==> src/rtl/can_tx_mailbox_scheduler.sv <==
// rtl/can_tx_mailbox_scheduler.sv - multi-mailbox CAN transmit scheduler in front of a single-buffer controller
//
// Holds NMB host frames, arbitrates on CAN priority, loads the winner over the
// controller register port, strobes transmission, polls for completion and then
// retires, re-arbitrates or retries the frame.
//
// Ports
//   clk, rst_n          clock, synchronous active-low reset
//   enable              gate for new arbitration (in-flight frame always completes)
//   cfg_baud, cfg_irqen controller config, written with every DLC load
//   mb_wr/mb_sel/mb_reg/mb_wdata   host write into mailbox storage
//   mb_go, mb_abort     queue / cancel mailbox mb_sel
//   pending/done/err    per-mailbox status (done/err sticky)
//   busy, cur_mb, evt   scheduler status, evt pulses when a done/err bit sets
//   can_cs/can_rs/can_bytesel/can_d/can_q   controller register port

module can_tx_mailbox_scheduler #(
    parameter int NMB       = 4,
    parameter int MAX_RETRY = 3,
    parameter int TMO_W     = 20,
    localparam int MBW      = (NMB > 1) ? $clog2(NMB) : 1
) (
    input  logic             clk,
    input  logic             rst_n,
    input  logic             enable,
    input  logic [9:0]       cfg_baud,
    input  logic [2:0]       cfg_irqen,
    input  logic             mb_wr,
    input  logic [MBW-1:0]   mb_sel,
    input  logic [1:0]       mb_reg,
    input  logic [31:0]      mb_wdata,
    input  logic             mb_go,
    input  logic             mb_abort,
    output logic [NMB-1:0]   pending,
    output logic [NMB-1:0]   done,
    output logic [NMB-1:0]   err,
    output logic             busy,
    output logic [MBW-1:0]   cur_mb,
    output logic             evt,
    output logic             can_cs,
    output logic [1:0]       can_rs,
    output logic [3:0]       can_bytesel,
    output logic [31:0]      can_d,
    input  logic [31:0]      can_q
);

    localparam int RW = (MAX_RETRY < 1) ? 1 : $clog2(MAX_RETRY + 1);
    localparam logic [RW-1:0]    RETRY_MAX = RW'(MAX_RETRY);
    // Poll at which the counter steps onto all ones is the last one.
    localparam logic [TMO_W-1:0] TMO_LAST  = {{(TMO_W-1){1'b1}}, 1'b0};

    typedef enum logic [3:0] {
        IDLE, ARB, WR_ID, WR_D0, WR_D1, WR_DLC, GUARD, POLL, EVAL
    } state_t;

    state_t state, state_nxt;

    logic [31:0] mb_id  [NMB];
    logic [3:0]  mb_dlc [NMB];
    logic [31:0] mb_d0  [NMB];
    logic [31:0] mb_d1  [NMB];

    logic [RW-1:0]    retry_cnt;
    logic [TMO_W-1:0] tmo_cnt;
    logic             guard_cnt;
    logic             abort_req;
    logic             st_ack, st_bit, st_lost, st_tmo;

    logic             win_valid;
    logic [MBW-1:0]   win_idx;
    logic [31:0]      win_key;

    logic             fly_valid;
    logic [MBW-1:0]   fly_mb;
    logic             host_hit;
    logic             eff_abort;
    logic             ev_done, ev_lost, ev_err;
    logic             tmo_last;
    logic [NMB-1:0]   pending_nxt, done_nxt, err_nxt;

    logic             unused_q;
    assign unused_q = ^{can_q[31:15], can_q[11:9], can_q[7:0]};

    // Arbitration key in CAN bit order (lower wins). The extended form carries
    // SRR, IDE and a trailing RTR, so the key is 32 bits; standard IDs pad with
    // zeros, which keeps std-vs-ext ordering decided within the first 13 bits.
    function automatic logic [31:0] prio_key(input logic [31:0] w);
        if (w[31])
            prio_key = {w[28:18], 1'b1, 1'b1, w[17:0], w[30]};
        else
            prio_key = {w[10:0], w[30], 1'b0, 18'h0, 1'b0};
    endfunction

    // Strict less-than keeps the lowest index on equal keys.
    always_comb begin
        win_valid = 1'b0;
        win_idx   = '0;
        win_key   = '1;
        for (int i = 0; i < NMB; i++) begin
            if (pending[i] && (!win_valid || prio_key(mb_id[i]) < win_key)) begin
                win_valid = 1'b1;
                win_idx   = MBW'(i);
                win_key   = prio_key(mb_id[i]);
            end
        end
    end

    assign busy     = (state != IDLE);
    assign tmo_last = (tmo_cnt == TMO_LAST);

    // During ARB the mailbox about to be latched already counts as in flight,
    // so host accesses to it are protected from the first busy cycle.
    assign fly_mb    = (state == ARB) ? win_idx : cur_mb;
    assign fly_valid = busy && !((state == ARB) && !win_valid);
    assign host_hit  = fly_valid && (mb_sel == fly_mb);

    // An abort arriving in the EVAL cycle itself is honoured too.
    assign eff_abort = abort_req | (mb_abort & host_hit);
    assign ev_done   = st_ack & ~st_bit & ~st_lost & ~st_tmo;
    assign ev_lost   = st_lost & ~st_tmo & ~eff_abort;
    assign ev_err    = st_tmo | eff_abort | (retry_cnt == RETRY_MAX);

    always_ff @(posedge clk) begin
        if (!rst_n)
            state <= IDLE;
        else
            state <= state_nxt;
    end

    always_comb begin
        state_nxt = state;
        case (state)
            IDLE:    if (enable && |pending) state_nxt = ARB;
            ARB:     state_nxt = win_valid ? WR_ID : IDLE;
            WR_ID:   state_nxt = WR_D0;
            WR_D0:   state_nxt = WR_D1;
            WR_D1:   state_nxt = WR_DLC;
            WR_DLC:  state_nxt = GUARD;
            GUARD:   if (guard_cnt) state_nxt = POLL;
            POLL:    if (!can_q[8] || tmo_last) state_nxt = EVAL;
            EVAL:    state_nxt = IDLE;
            default: state_nxt = IDLE;
        endcase
    end

    // Register port drive. Status reads only ever use rs=1; rs=0 is written
    // (ID) but never read, since reading it clears controller RX flags.
    always_comb begin
        can_cs      = 1'b0;
        can_rs      = 2'd0;
        can_bytesel = 4'h0;
        can_d       = 32'h0;
        case (state)
            WR_ID: begin
                can_cs      = 1'b1;
                can_rs      = 2'd0;
                can_bytesel = 4'hF;
                can_d       = mb_id[cur_mb];
            end
            WR_D0: begin
                can_cs      = 1'b1;
                can_rs      = 2'd2;
                can_bytesel = 4'hF;
                can_d       = mb_d0[cur_mb];
            end
            WR_D1: begin
                can_cs      = 1'b1;
                can_rs      = 2'd3;
                can_bytesel = 4'hF;
                can_d       = mb_d1[cur_mb];
            end
            WR_DLC: begin
                can_cs      = 1'b1;
                can_rs      = 2'd1;
                can_bytesel = 4'hF;
                can_d       = {cfg_irqen, 3'b0, cfg_baud, 7'b0, 1'b1, 4'b0, mb_dlc[cur_mb]};
            end
            POLL: begin
                can_cs      = 1'b1;
                can_rs      = 2'd1;
                can_bytesel = 4'h0;
            end
            default: ;
        endcase
    end

    // Mailbox status update: host go/abort first, then the EVAL outcome for
    // cur_mb. The two never collide on one bit because host go/abort to the
    // in-flight mailbox is diverted (dropped / folded into eff_abort).
    always_comb begin
        pending_nxt = pending;
        done_nxt    = done;
        err_nxt     = err;
        if (mb_abort) begin
            if (!host_hit) begin
                pending_nxt[mb_sel] = 1'b0;
                err_nxt[mb_sel]     = 1'b1;
            end
        end else if (mb_go && !host_hit) begin
            pending_nxt[mb_sel] = 1'b1;
            done_nxt[mb_sel]    = 1'b0;
            err_nxt[mb_sel]     = 1'b0;
        end
        if (state == EVAL) begin
            if (ev_done) begin
                pending_nxt[cur_mb] = 1'b0;
                done_nxt[cur_mb]    = 1'b1;
            end else if (!ev_lost && ev_err) begin
                pending_nxt[cur_mb] = 1'b0;
                err_nxt[cur_mb]     = 1'b1;
            end
        end
    end

    always_ff @(posedge clk) begin
        if (!rst_n) begin
            pending   <= '0;
            done      <= '0;
            err       <= '0;
            evt       <= 1'b0;
            cur_mb    <= '0;
            retry_cnt <= '0;
            tmo_cnt   <= '0;
            guard_cnt <= 1'b0;
            abort_req <= 1'b0;
            st_ack    <= 1'b0;
            st_bit    <= 1'b0;
            st_lost   <= 1'b0;
            st_tmo    <= 1'b0;
            for (int i = 0; i < NMB; i++) begin
                mb_id[i]  <= '0;
                mb_dlc[i] <= '0;
                mb_d0[i]  <= '0;
                mb_d1[i]  <= '0;
            end
        end else begin
            pending <= pending_nxt;
            done    <= done_nxt;
            err     <= err_nxt;
            evt     <= |((done_nxt & ~done) | (err_nxt & ~err));

            if (mb_wr && !host_hit) begin
                case (mb_reg)
                    2'd0: mb_id[mb_sel]  <= mb_wdata;
                    2'd1: mb_dlc[mb_sel] <= mb_wdata[3:0];
                    2'd2: mb_d0[mb_sel]  <= mb_wdata;
                    2'd3: mb_d1[mb_sel]  <= mb_wdata;
                    default: ;
                endcase
            end

            if (state == EVAL)
                abort_req <= 1'b0;
            else if (mb_abort && host_hit)
                abort_req <= 1'b1;

            guard_cnt <= (state == GUARD);

            if (state == GUARD)
                tmo_cnt <= '0;
            else if (state == POLL)
                tmo_cnt <= tmo_cnt + 1'b1;

            // Status is captured every poll; the last capture is the exit poll.
            if (state == POLL) begin
                st_ack  <= can_q[14];
                st_bit  <= can_q[13];
                st_lost <= can_q[12];
                st_tmo  <= can_q[8] & tmo_last;
            end

            if (state == ARB && win_valid) begin
                cur_mb <= win_idx;
                if (win_idx != cur_mb)
                    retry_cnt <= '0;
            end else if (state == EVAL) begin
                // A retired frame starts its next submission with a fresh count.
                if (ev_done || (!ev_lost && ev_err))
                    retry_cnt <= '0;
                else if (!ev_lost)
                    retry_cnt <= retry_cnt + 1'b1;
            end
        end
    end

endmodule

==> config.mk <==
export PLATFORM = sky130hd
export DESIGN_NAME = can_tx_mailbox_scheduler
export DESIGN_NICKNAME = d
export VERILOG_FILES = /design/src/rtl/can_tx_mailbox_scheduler.sv
export SDC_FILE = /design/constraint.sdc
export NUM_CORES = 1
export LEC_CHECK = 0
export CAP_MARGIN = 20
export CORE_MARGIN = 2
export CORE_UTILIZATION = 35
export CTS_CLUSTER_SIZE = 40
export DETAILED_ROUTE_END_ITERATION = 10
export PLACE_DENSITY = 0.63
export SYNTH_ARGS = -nofsm -noshare
export SYNTH_HDL_FRONTEND = slang
export SYNTH_SLANG_ARGS = --single-unit
==> constraint.sdc <==
create_clock -name clk -period 14.25 [get_ports clk]
set_input_delay 3.5625 -clock clk [delete_from_list [all_inputs] [get_ports clk]]
set_output_delay 3.5625 -clock clk [all_outputs]
set_load 0.01 [all_outputs]
==> results.sh <==
export IMPL_finalNetCount=2390
export IMPL_clk_pin_slew_ns=0.06
export IMPL_viasPerCell=5.560
export IMPL_crit_required_ns=14.55
export IMPL_rsz0062_at_grt="no"
export IMPL_worst_pin_slew_ns=1.158
export IMPL_cts_max_path_buffers=3
export IMPL_arrival_ns=12.89
export IMPL_synth_seq_cells=449
export IMPL_clock_sinks=449
export IMPL_grt_usage_pct=21.72
export IMPL_rows=98
export IMPL_fmax_mhz=79.43
export IMPL_ir_worst_vdd_uv=114.7
export IMPL_post_cts_resize_count=0
export IMPL_antenna_found_initial=2
export IMPL_synthCells=2137
export IMPL_synth_top_cell_by_area="edfxtp_1"
export IMPL_cts_root_buf="clkbuf_16"
export IMPL_drt_total_wl_um=80620
export IMPL_wire_per_inst_um=25.23
export IMPL_start_util_pct=35.26
export IMPL_cts_hold_buf=0
export IMPL_h_tree_depth=2
export IMPL_grt_max_degree=101
export IMPL_drtIter0Drc=1832
export IMPL_netlist_top_cells_area="edfxtp_1 (48%), mux4_2 (9.1%), nor2_1 (4.8%)"
export IMPL_fillCellCount=6716
export IMPL_overflow=0
export IMPL_setup_violations=0
export IMPL_yosysUniqueCellTypes=84
export IMPL_end_kind="flip-flop"
export IMPL_p_leak_nw=10.11
export IMPL_hold_viol=0
export IMPL_syn_to_final_growth_pct=14.89
export IMPL_dp_worst_setup_slack_ns=2.132
export IMPL_drive_gt1_share_pct=17.32
export IMPL_synth_edf_count=400
export IMPL_drc=0
export IMPL_start_kind="flip-flop"
export IMPL_synth_top_cell_area_share_pct=47.82
export IMPL_crit_path_max_fanout=57
export IMPL_async_flop_share_pct=0
export IMPL_die_y_um=271.9
export IMPL_drtPass1Iterations=5
export IMPL_critPathSlowestCell="a221oi_1"
export IMPL_skew_ns=0.03708
export IMPL_drv_slew=0
export IMPL_core_um2=71240
export IMPL_hold_path_depth=2
export IMPL_synth_warnings=0
export IMPL_die_x_um=271.9
export IMPL_tns_ns=0
export IMPL_reg2regPathDepth=32
export IMPL_synth_nets=2319
export IMPL_outcome="finished clean"
export IMPL_max_slew_margin_pct=22.77
export IMPL_critPathMaxStageDelay_ns=0.84
export IMPL_path_class="reg2reg"
export IMPL_numCtsBuffers=50
export IMPL_power_mw=3.783
export IMPL_syn_area_um2=25120
export IMPL_p_per_area_nw_per_um2=131.1
export IMPL_cts_tree="built"
export IMPL_post_cts_setup_buffer_count=0
export IMPL_io_buffers=113
export IMPL_max_cap_violations=0
export IMPL_ys_seq_area_share_pct=51.72
export IMPL_grt_pass1_vias=18060
export IMPL_fp_dieArea_um2=73930
export IMPL_fin_ws_ns=1.660
export IMPL_hpwlAfterDp_um=54150
export IMPL_synth_area_per_cell_um2=11.75
export IMPL_antenna_cells=0
export IMPL_final_core_util_pct=40.51
export IMPL_synth_ff_type="edfxtp_1"
export IMPL_min_path_type="reg2reg"
export IMPL_postRouteAntennaNets=0
export IMPL_min_period_ns=12.59
export IMPL_io_pins=142
export IMPL_fin_crit_sh_pct=88.35
export IMPL_clk_latency_ns=0.62
export IMPL_gp_congestion=0.9428
export IMPL_vias=17770
export IMPL_grt_pass1_wl_um=119100
cell usage in the layout, fill, tap and decap left out, drive strengths merged, types with 6 or more instances in the layout:
cell type and n:
nor3 32, nor2 421, xnor2 8, o31ai 6
nand4 14, ha 95, clkinv 17, nor2b 18
or2 7, clkdlybuf4s50 113, inv 26, a21o 23
and4 6, and2 144, dfxtp 49, nand3 25
or4 6, a211oi 19, o211ai 10, o21a 6
xor2 11, bufinv 6, a221oi 8, o21ai 50
mux4 102, nand2b 8, or3 13, mux2 33
clkbuf 62, edfxtp 400, nor4 7, a22oi 54
nand2 231, a21oi 105, buf 43
area by class of cell:
type	instances	area, um^2	share of cell area (%)
timing repair buffer	156	1515	5.250
inverter	26	97.59	0.3382
clock inverter	28	335.3	1.162
sequential	449	13000	45.04
clock buffer	62	1318	4.565
multi-input combinational	1525	11410	39.52
tap	950	1189	4.119
state kept, by name, summed over array words and instances (netlist names), 2 cells and up, named ones only:
register   count
done           4
retry_cnt      2
mb_id        128
mb_d1        128
pending        4
cur_mb         2
mb_d0        128
mb_dlc        16
tmo_cnt       20
state          4
err            4
per-layer routing:
layer / global-route usage [%] / up-vias / wire length [um]
met5: 0 / - / 0
met3: 2.830 / 122 / 5537
met4: 7.302 / 0 / 2642
li1: - / 7999 / -
met1: 28.85 / 8885 / 33260
met2: 36.72 / 764 / 39180
synth_stat cells (all sizes together) (7+ instances only):
cell type	n
nand4	14
dfxtp	49
xor2	11
xnor2	8
nand2	231
a21oi	105
nand2b	8
nor3	32
a21o	23
mux2	33
or3	13
ha	95
o21ai	50
nor2	421
a221oi	8
edfxtp	400
nor4	7
o211ai	10
clkbuf	77
and2	144
a211oi	19
nor2b	18
a22oi	54
buf	60
inv	25
or2	7
nand3	25
mux4	102
logic make-up (layout without fill, tap and decap cells):
family | Yosys count | in the layout | share of synthesized area, %
buf+inv | 163 | 272 | 3.297
mux | 137 | 137 | 10.70
xor+xnor | 19 | 19 | 0.6625
simple gates | 947 | 947 | 20.20
compound gates | 327 | 327 | 8.677
fa+ha+maj | 95 | 95 | 4.732
flops | 449 | 449 | 51.72
worst paths after layout:
| kind | startpoint | to | slack [ns] |
|---|---|---|---|
| min | st_ack | st_ack | 0.46 |
| min reg2reg | st_ack | st_ack | 0.46 |
| max | pending[0] | mb_d1[2][2] | 1.66 |
| max reg2reg | pending[0] | mb_d1[2][2] | 1.66 |
worst max-delay path: cells and delay by family (launching register included):
kind                       cells  cell delay (ns)
and+or+nand+nor               12             4.66
AOI/OAI and AO/OA             13             4.22
buffers and inverters          4             1.81
adders and majority gates      3             1.09
DFF                            1             0.37
power breakdown:
part / switching [mW] / internal [mW]
Clock: 0.548 / 0.768
Combinational: 0.544 / 0.354
Sequential: 0.0647 / 1.51
metrics by stage:
step / area [um^2] / hold WS (ns) / cells
after global placement: 27150 / 0.4482 / 3103
final: 28860 / 0.4619 / 3196
after CTS: 28840 / 0.4575 / 3195
after detailed placement: 27190 / 0.4469 / 3105
after global routing: 28860 / 0.4756 / 3196
after floorplan: 25120 / 0.4280 / 2137
(Power assumes the default switching activity.)
==> variant 1: new RTL, config.mk and constraints unchanged <==
Change the parameter `TMO_W` from 20 to 40.
--- a/src/rtl/can_tx_mailbox_scheduler.sv
+++ b/src/rtl/can_tx_mailbox_scheduler.sv
@@ -19,3 +19,3 @@
     parameter int MAX_RETRY = 3,
-    parameter int TMO_W     = 20,
+    parameter int TMO_W     = 40,
     localparam int MBW      = (NMB > 1) ? $clog2(NMB) : 1
Behaviour: same outputs for any inputs over 4 cycles, from zero or initial values and one cycle with rst_n low; that may be too few to reach the edited logic, so the function may still have changed.
==> variant 1 against the original RTL <==
First-iteration DRC count is 6.0% higher. Synthesized area decreased by 1.7%. Cell area fell by 0.35%. Via count rose by 4.3%. Setup slack better by 0.77 ns. Cell count grew 2.8%. Wire length is 0.95% higher. Total power rose by 6.3%. Worst hold slack better by 0.021 ns. Utilization rose by 0.63 points. Clock skew decreased by 0.012 ns. Sequential cell count increased by 20.
==> variant 1: results (changes against the original RTL) <==
global-route wire length before repair 120,100 um (was 119,100 um); Fin Clk Skew 0.02536 ns (was 0.03708 ns); clk_lat worst skew 0.61 ns; Reg clk slew, reported paths 0.06 ns (about the same); Synth Area in Compound Gates 0.07083 (was 0.08677); fin nets 2,484 (was 2,390); Commonest cells post-synth nor2_1, edfxtp_1, nand2_1 (was edfxtp_1, nor2_1, nand2_1); Ant. Diodes 0 (unchanged); CP max stage cell edfxtp_1 (was a221oi_1); layout cells sized above 1 0.1297 (was 0.1732); Detail Placement HPWL 52,870 um (was 54,150 um); Worst Hold Class register to register (unchanged); YS warnings 0 (unchanged); VDD IR-drop max 0.1048 mV (was 0.1147 mV); post-synthesis cell type count 71 (was 84); Post-Synth XOR/XNOR Area 0.01206 (was 0.006625); outcome complete, no violations (unchanged); Hold Path Origin retry_cnt[1] (was st_ack); vias in the first global route 18,540 (was 18,060); initial antenna violation count 0 (was 2); drt first pass iters 6 (was 5); Iter 0 DRT Violations 1,942 (was 1,832); synth top area cells edfxtp_1, mux4_2, nor2_1 (unchanged); register area share after synthesis 0.5423 (was 0.5172); largest net degree at the start of global routing 62 (was 101); Synth area leader edfxtp_1 (unchanged); largest registers mb_d0: 128 flops, mb_d1: 128 flops, mb_id: 128 flops (unchanged); P_int 2.803 mW (was 2.627 mW); slowest stage delay, CP 0.80 ns (was 0.84 ns); placer congestion estimate 0.9431 (was 0.9428); Max-slew headroom 0.2246 (was 0.2277); Critical Path AT 12.05 ns (was 12.89 ns); Num CTS Buffers 50 (unchanged); area of placed instances 0.02697 sq mm (was 0.02719 sq mm); Max Buffers Root-to-Sink 3 (unchanged); CTS resizes 0 (unchanged); Post-Syn Nets 2,419 (was 2,319); DP Worst Slack 2.085 ns (was 2.132 ns); Critical Path Source mb_id[1][31] (was pending[0]); multiplexer share of the synthesized area 0.1190 (was 0.1070); Overall Global Routing Usage 0.2209 (was 0.2172); Pleak 10.23 nW (was 10.11 nW); Post-CTS Setup Bufs 0 (unchanged); Async SR Flop Fraction 0 (unchanged); Crit Path Max Fanout 47 (was 57); drt total wl 81,390 um (was 80,620 um); Synth Area in Adders 0.04813 (was 0.04732); port buffer count 113 (unchanged); crit-path leading delay family compound AO/OA/AOI/OAI gates (was simple AND/OR/NAND/NOR gates); vias per cell 5.644 (was 5.560)
==> variant 1: changes by cell type in the layout (fill, tap and decap cells not counted), moves of 20 or more <==
cell,before,now
and2_1,142,58
dfxtp_1,47,67
mux2i_1,2,27
nand2_1,231,260
nor2_1,319,540
nor2_4,97,1
==> variant 1: layout make-up <==
| type | count | area (sq um) |
|---|---|---|
| fillers | 6677 | 41150 |
| flip-flops and latches | 469 | 13400 |
| multi-input cells | 1596 | 10780 |
| repair buffers | 158 | 1529 |
| clock buffers | 55 | 1313 |
| well taps | 940 | 1176 |
| clock inverters | 39 | 456.7 |
| inverters | 27 | 101.3 |
==> variant 1: cell families (layout without fill, tap and decap cells) <==
group,after synthesis,in the layout
xor gates and xnor gates,34,34
muxes,163,163
and+or+nand+nor,1024,1024
buffers and inverters,172,279
adders and majority gates,95,95
AOI/OAI and AO/OA,280,280
DFF,469,469
==> variant 1: per-layer routing <==
layer | global-route usage | wire (um) | up-vias
met1 | 0.2901 | 32440 | 9293
met3 | 0.04186 | 6994 | 150
li1 | - | - | 8224
met4 | 0.07047 | 2587 | 0
met2 | 0.3685 | 39370 | 868
met5 | 0 | 0 | -
==> variant 1: power by group through the flow <==
stage	Combinational [mW]	Sequential, mW	Clock, mW
2_1_floorplan	0.633	1.61	0
3_3_place_gp	0.947	1.68	0
3_5_place_dp	0.957	1.68	0
4_1_cts	0.964	1.66	1.42
5_1_grt	1.03	1.66	1.46
6_report	0.962	1.65	1.41
==> variant 1: final timing paths <==
check	slack (ns)	end	depth (start not counted)
hold / removal	0.48	retry_cnt[1]	2
hold reg to reg	0.48	retry_cnt[1]	2
setup / recovery	2.43	mb_id[2][11]	37
setup reg to reg	2.43	mb_id[2][11]	37
==> variant 1: worst register-to-register path: cells and delay by family (launching register included) <==
kind	cells	cell delay, ns
adder cells (fa/ha/maj)	3	0.86
flip-flops	1	0.80
multiplexers	2	0.70
AO/OA/AOI/OAI	16	4.73
AND/OR/NAND/NOR	10	2.27
XOR/XNOR	1	0.23
buffers and inverters	5	1.84
==> variant 1: metrics by stage <==
step                hold WS [ns]  std cells
finish                    0.4834       3284
global route              0.5115       3284
CTS                       0.4845       3283
detailed placement        0.4770       3189
global placement          0.4615       3189
floorplan                 0.4468       2237
==> variant 2: new RTL, same flow settings <==
Without the edit above. `pending` no longer has a reset.
--- a/src/rtl/can_tx_mailbox_scheduler.sv
+++ b/src/rtl/can_tx_mailbox_scheduler.sv
@@ -216,3 +216,2 @@
         if (!rst_n) begin
-            pending   <= '0;
             done      <= '0;
@@ -236,3 +235,2 @@
         end else begin
-            pending <= pending_nxt;
             done    <= done_nxt;
@@ -285,2 +283,6 @@
 
+    always_ff @(posedge clk) begin
+        pending <= pending_nxt;
+    end
+
 endmodule
Behaviour: not the same (Yosys sat finds a counterexample within 4 cycles, from zero or initial values and one cycle with rst_n low).
==> variant 2 against the original RTL <==
Setup slack worse by 0.13 ns. Critical endpoint is now mb_d1[0][18]. Clock skew down 0.0057 ns. Total power rose by 23%. Sequential cell count stayed put. Synthesized area is 0.91% lower. Cell area shrank 0.68%. Critical path depth increased by 1. Wire length decreased by 2.7%.
==> variant 2: results (changes against the original RTL) <==
Post-Synth XOR/XNOR Area 0.007741 (was 0.006625); initial antenna violation count 1 (was 2); Critical Path AT 12.93 ns (was 12.89 ns); vias per cell 5.657 (was 5.560); layout cells sized above 1 0.1797 (was 0.1732); metal2 WL 38,740 um (was 39,180 um); outcome complete, no violations (unchanged); Synth Area in Compound Gates 0.08068 (was 0.08677); length of routed wiring on met1 32,180 um (was 33,260 um); clk_lat worst skew 0.60 ns (was 0.62 ns); Crit Path Max Fanout 41 (was 57); slew of the pin with the lowest slew margin 1.116 ns (was 1.158 ns); synth top area cells edfxtp_1, mux4_2, ha_1 (was edfxtp_1, mux4_2, nor2_1); comb pwr 1.71 mW (was 0.898 mW); VDD IR-drop max 0.08221 mV (was 0.1147 mV); Commonest cells post-synth edfxtp_1, nor2_1, nand2_1 (unchanged); drt wl/cell 24.72 um (was 25.23 um); Post-Syn Nets 2,307 (was 2,319); Fin Clk Skew 0.03136 ns (was 0.03708 ns); vias in the first global route 17,890 (was 18,060); fin nets 2,377 (was 2,390); DR top layer met5 (was met4); DP Worst Slack 1.941 ns (was 2.132 ns); CP max stage cell edfxtp_1 (was a221oi_1); Num CTS Buffers 49 (was 50)
-- variant 2: final cells by class --
class	count	area, sq um
Clock inverter	30	350.3
Multi-Input combinational cell	1514	11270
Sequential cell	449	13000
Tap cell	940	1176
Inverter	24	90.09
Timing Repair Buffer	157	1494
Fill cell	6622	41610
Clock buffer	58	1281
-- variant 2: metrics by stage --
step	cells	cell area (sq um)	total power [mW]	hold WS, ns
global route	3172	28670	4.893	0.4921
floorplan	2125	24890	2.776	0.4396
detailed placement	3084	27030	3.372	0.4661
global placement	3083	27030	3.357	0.4589
CTS	3172	28670	4.678	0.4716
finish	3172	28670	4.665	0.4669
-- variant 2: worst paths after layout --
kind | end | slack [ns] | cells after the start
max | mb_d1[0][18] | 1.53 | 33
min | st_ack | 0.47 | 2
max reg2reg | mb_d1[0][18] | 1.53 | 33
min reg2reg | st_ack | 0.47 | 2
-- variant 2: layer usage --
metal	global-route usage	up-vias
met4	0.07604	2
li1	-	7979
met2	0.3613	762
met3	0.02698	152
met5	0	-
met1	0.2751	9049
